## src/rtl/alu_arbiter.sv

```systemverilog
// Two-requester arbiter in front of the shared combinational ALU, with a one-entry response buffer.
// Build option ALU_ARB_FIXED_PRIO_EN: req0 always wins contention instead of round-robin.

`ifndef INSTR_WIDTH
`define INSTR_WIDTH 32
`endif

// state | meaning
// EMPTY | response buffer free, any request may be granted
// FULL  | buffer holds a result for requester 'owner'
module alu_arbiter #(
    parameter int DATA_W = `INSTR_WIDTH
) (
    input  logic              clk,
    input  logic              rst_n,

    input  logic              req0_valid,
    output logic              req0_ready,
    input  logic [3:0]        req0_alu_ctrl,
    input  logic              req0_alu_src,
    input  logic [DATA_W-1:0] req0_src1,
    input  logic [DATA_W-1:0] req0_src2,
    input  logic [DATA_W-1:0] req0_sign_ext,

    input  logic              req1_valid,
    output logic              req1_ready,
    input  logic [3:0]        req1_alu_ctrl,
    input  logic              req1_alu_src,
    input  logic [DATA_W-1:0] req1_src1,
    input  logic [DATA_W-1:0] req1_src2,
    input  logic [DATA_W-1:0] req1_sign_ext,

    output logic              rsp0_valid,
    input  logic              rsp0_ready,
    output logic              rsp1_valid,
    input  logic              rsp1_ready,
    output logic [DATA_W-1:0] rsp_results,
    output logic              rsp_zero,
    output logic              rsp_last_bit,

    output logic [3:0]        alu_ctrl_o,
    output logic              alu_src_o,
    output logic [DATA_W-1:0] alu_src1_o,
    output logic [DATA_W-1:0] alu_src2_o,
    output logic [DATA_W-1:0] alu_sign_ext_o,
    input  logic [DATA_W-1:0] alu_results_i,
    input  logic              alu_zero_i,
    input  logic              alu_last_bit_i
);

    typedef enum logic {EMPTY, FULL} state_t;

    state_t state;
    logic   owner;
    logic   last_grant;
    logic   owner_ready;
    logic   buf_free;
    logic   grant0;
    logic   grant1;

    assign owner_ready = owner ? rsp1_ready : rsp0_ready;
    assign buf_free    = (state == EMPTY) || (state == FULL && owner_ready);

    // Readies are held low during reset so in-flight requests are not acknowledged.
    always_comb begin
        grant0 = 1'b0;
        grant1 = 1'b0;
        if (buf_free && rst_n) begin
            if (req0_valid && req1_valid) begin
`ifdef ALU_ARB_FIXED_PRIO_EN
                grant0 = 1'b1;
`else
                grant0 = last_grant;
                grant1 = !last_grant;
`endif
            end else begin
                grant0 = req0_valid;
                grant1 = req1_valid;
            end
        end
    end

    assign req0_ready = grant0;
    assign req1_ready = grant1;

    always_comb begin
        alu_ctrl_o     = '0;
        alu_src_o      = 1'b0;
        alu_src1_o     = '0;
        alu_src2_o     = '0;
        alu_sign_ext_o = '0;
        if (grant0) begin
            alu_ctrl_o     = req0_alu_ctrl;
            alu_src_o      = req0_alu_src;
            alu_src1_o     = req0_src1;
            alu_src2_o     = req0_src2;
            alu_sign_ext_o = req0_sign_ext;
        end else if (grant1) begin
            alu_ctrl_o     = req1_alu_ctrl;
            alu_src_o      = req1_alu_src;
            alu_src1_o     = req1_src1;
            alu_src2_o     = req1_src2;
            alu_sign_ext_o = req1_sign_ext;
        end
    end

    always_ff @(posedge clk) begin
        if (!rst_n) begin
            state        <= EMPTY;
            owner        <= 1'b0;
            last_grant   <= 1'b1;
            rsp0_valid   <= 1'b0;
            rsp1_valid   <= 1'b0;
            rsp_results  <= '0;
            rsp_zero     <= 1'b0;
            rsp_last_bit <= 1'b0;
        end else if (grant0 || grant1) begin
            state        <= FULL;
            owner        <= grant1;
            last_grant   <= grant1;
            rsp0_valid   <= grant0;
            rsp1_valid   <= grant1;
            rsp_results  <= alu_results_i;
            rsp_zero     <= alu_zero_i;
            rsp_last_bit <= alu_last_bit_i;
        end else if (state == FULL && owner_ready) begin
            state      <= EMPTY;
            rsp0_valid <= 1'b0;
            rsp1_valid <= 1'b0;
        end
    end

endmodule

```

## config.mk

```make
export PLATFORM = sky130hd
export DESIGN_NAME = alu_arbiter
export DESIGN_NICKNAME = d
export VERILOG_FILES = /design/src/rtl/alu_arbiter.sv
export SDC_FILE = /design/constraint.sdc
export NUM_CORES = 1
export LEC_CHECK = 0
export BUFFER_PORTS_ARGS = -buffer_cell sky130_fd_sc_hd__buf_2
export CAP_MARGIN = 20
export CORE_AREA = 2 2 149 151
export CTS_CLUSTER_SIZE = 30
export DETAILED_ROUTE_END_ITERATION = 6
export DIE_AREA = 0 0 151 153
export SLEW_MARGIN = 20
export SYNTH_ARGS = -nofsm -noshare
export SYNTH_HDL_FRONTEND = slang
export SYNTH_SLANG_ARGS = --single-unit
```

## constraint.sdc

```tcl
create_clock -name clk -period 3.2 [get_ports clk]
set_clock_uncertainty 0.15 [all_clocks]
set_input_delay 0.48 -clock clk [delete_from_list [all_inputs] [get_ports clk]]
set_output_delay 0.48 -clock clk [all_outputs]
set_load 0.01 [all_outputs]
```

==> impl_metrics.ini <==
[synthesis]
ys_ff_latch = 39
syn_area_per_cell_um2 = 5.94
yosys.area.top_type = dfxtp_1
synthArstFlopShare = 0
syn-num-nets = 774
synth_edf_count = 0
syn_area_mm2 = 0.00316
yosysUniqueCellTypes = 28
synth_top_area_frac = 0.247
ys_warn_count = 0
synth_ff_type = dfxtp_1
synthTopCellsByArea = dfxtp_1 (25%), nand3_1 (22%), nand2_1 (17%)
ys_seq_area_frac = 0.247
synth_cells = 532

[power]
p_int_mw = 1.17
p_seq_frac = 0.311
swShare = 0.333
p_per_area_mw_per_mm2 = 327
p_leak_nw = 2.78
combPwrFrac = 0.377
ir_drop_v = 0.000333
p_sw_mw = 0.586
clock_power_share = 0.312

[floorplan]
die_area_mm2 = 0.0231
core_mm2 = 0.0215
rows = 54
fp.dieW_um = 151
ios = 381
start_util = 0.147
die_h_um = 153

[global_route]
grt_overflow = 0
grt_start_max_net_pins = 104
met2_usage = 0.217
busiest_layer = met2
grtUsageMet1 = 0.162
first_global_vias = 4319
use_met3 = 0.0334
grt_pass1_wl_mm = 23.7
antenna_found_initial = 4
grt_use_total = 0.128

[clocking]
cts-resized-gates = 0
cts_hold_buf = 0
clock-sinks = 39
path_clk_slew_ns = 0.06
cts_root_buffer = clkbuf_16
insertion_delay_ns = 0.28
cts_setup_buffers = 0
cts_tree = yes
htree_num_levels = 2
cts_made_buffers = 5
clockBufferDepth = 2

[setup_path]
crit_buf_inv = 2
worst-path-stages = 6
r2r_cells = 5
cp_max_fo = 103
worst_ep_arrival_time_ns = 2.23
slowest_delay_ns = 0.43
critPathCaptureType = primary output
start_kind = flop
path_cells = mux2i_2, nand2_1, nand2_4, buf_12, a21oi_1, buf_2
critPathKind = flop to primary output
worst_path_max_delay_cell = mux2i_2
crit_required_ns = 2.57
path_delay_family = buffers and inverters

[layout]
drive_above_1_share = 0.461
layout.nets = 1108
final_cell_mix = buf_2 (379), nand2_1 (138), nand3_1 (136), a21oi_1 (103), dfxtp_1 (39)
final_common_cell = buf_2
syn_to_final_growth_pct = 70.0
final_util = 0.250

[worst_hold_path]
holdPathStages = 3
min_path_type = primary input to flop

[routing]
firstDrtPassIters = 4
wl_per_cell_um = 14.2
vias_per_cell = 4.29
route.detailed.drc = 0
route.vias.total = 4929
postRouteAntennaNets = 0
routed_wirelength_mm = 16.2
drtIter0Drc = 224

[run_status]
status = finished, final reports clean

[timing]
slew_violations = 0
fmax_mhz = 350
tns_ns = 0
finalSetupViolCount = 0
fin_crit_sh = 0.892
hold_ws_ns = 0.261
slew_headroom = 0.536
period_minus_slack_ns = 2.86
tightest_slew_ns = 0.696
grt_setup_unrepaired = false
final_hold_viol_count = 0

[placed_design]
portBuffers = 380
dp.final_hpwl_mm = 12.7
place_congestion = 0.771

[flow_run]
maxCapViolCount = 0
## metal layers
layer | share of wire | vias to the layer above
met3 | 0.095 | 17
met5 | 0.0016 | -
met1 | 0.42 | 2185
met2 | 0.47 | 226
li1 | - | 2497
met4 | 0.011 | 4
## cell usage after synthesis (5+ instances only)
master	instances
buf_4	6
nand3_1	136
a21oi_1	103
buf_6	10
o21ai_1	16
nand2_1	139
o21ai_0	19
clkbuf_1	21
dfxtp_1	39
buf_2	21
nor2_1	5
## power by group through the flow
stage,registers [mW],clock network (mW),logic [mW]
4_1_cts,0.547,0.572,0.673
3_5_place_dp,0.556,0,0.671
2_1_floorplan,0.572,0,0.342
6_report,0.547,0.549,0.662
5_1_grt,0.551,0.588,0.741
3_3_place_gp,0.555,0,0.664
## final cells by class
class / count / area [um^2]
Fill cell: 2444 / 16100
Multi-Input combinational cell: 431 / 2050
Timing Repair Buffer: 387 / 2020
Sequential cell: 39 / 781
Tap cell: 280 / 350
Clock buffer: 6 / 129
Clock inverter: 1 / 30.0
Inverter: 2 / 7.51
Antenna cell: 2 / 5.00
## tightest hold or removal path, stage by stage
cell and delay, ns:
buf_2 0.07, nand3_1 0.05, o21ai_0 0.06
## flip-flops by register name, summed over array words and instances (netlist names)
signal	flops
owner	1
last_grant	1
rsp_results	32
rsp1_valid	1
rsp_zero	1
state	1
rsp_last_bit	1
rsp0_valid	1
## kinds of logic after synthesis
| group | after synthesis | synth area share |
|---|---|---|
| AOI/OAI and AO/OA | 147 | 0.243 |
| buffers and inverters | 62 | 0.113 |
| DFF | 39 | 0.247 |
| muxes | 1 | 0.00436 |
| and+or+nand+nor | 283 | 0.392 |
## per-stage QoR
step / instance area, um^2 / std cells / total power, mW / worst slack (ns)
after floorplan: 3160 / 532 / 0.914 / 1.10
after global placement: 5200 / 1139 / 1.22 / 0.529
after detailed placement: 5200 / 1139 / 1.23 / 0.502
after CTS: 5360 / 1146 / 1.79 / 0.333
after global routing: 5370 / 1148 / 1.88 / 0.237
final: 5370 / 1148 / 1.76 / 0.344
## worst paths after layout
kind	slack [ns]	start	end
setup / recovery	0.34	owner	alu_sign_ext_o[18]
hold / removal	0.26	alu_results_i[19]	rsp_results[19]
setup reg to reg	1.46	owner	rsp_results[25]
hold reg to reg	0.30	rsp_results[2]	rsp_results[2]
No activity file was read; power rests on OpenSTA's default activity.
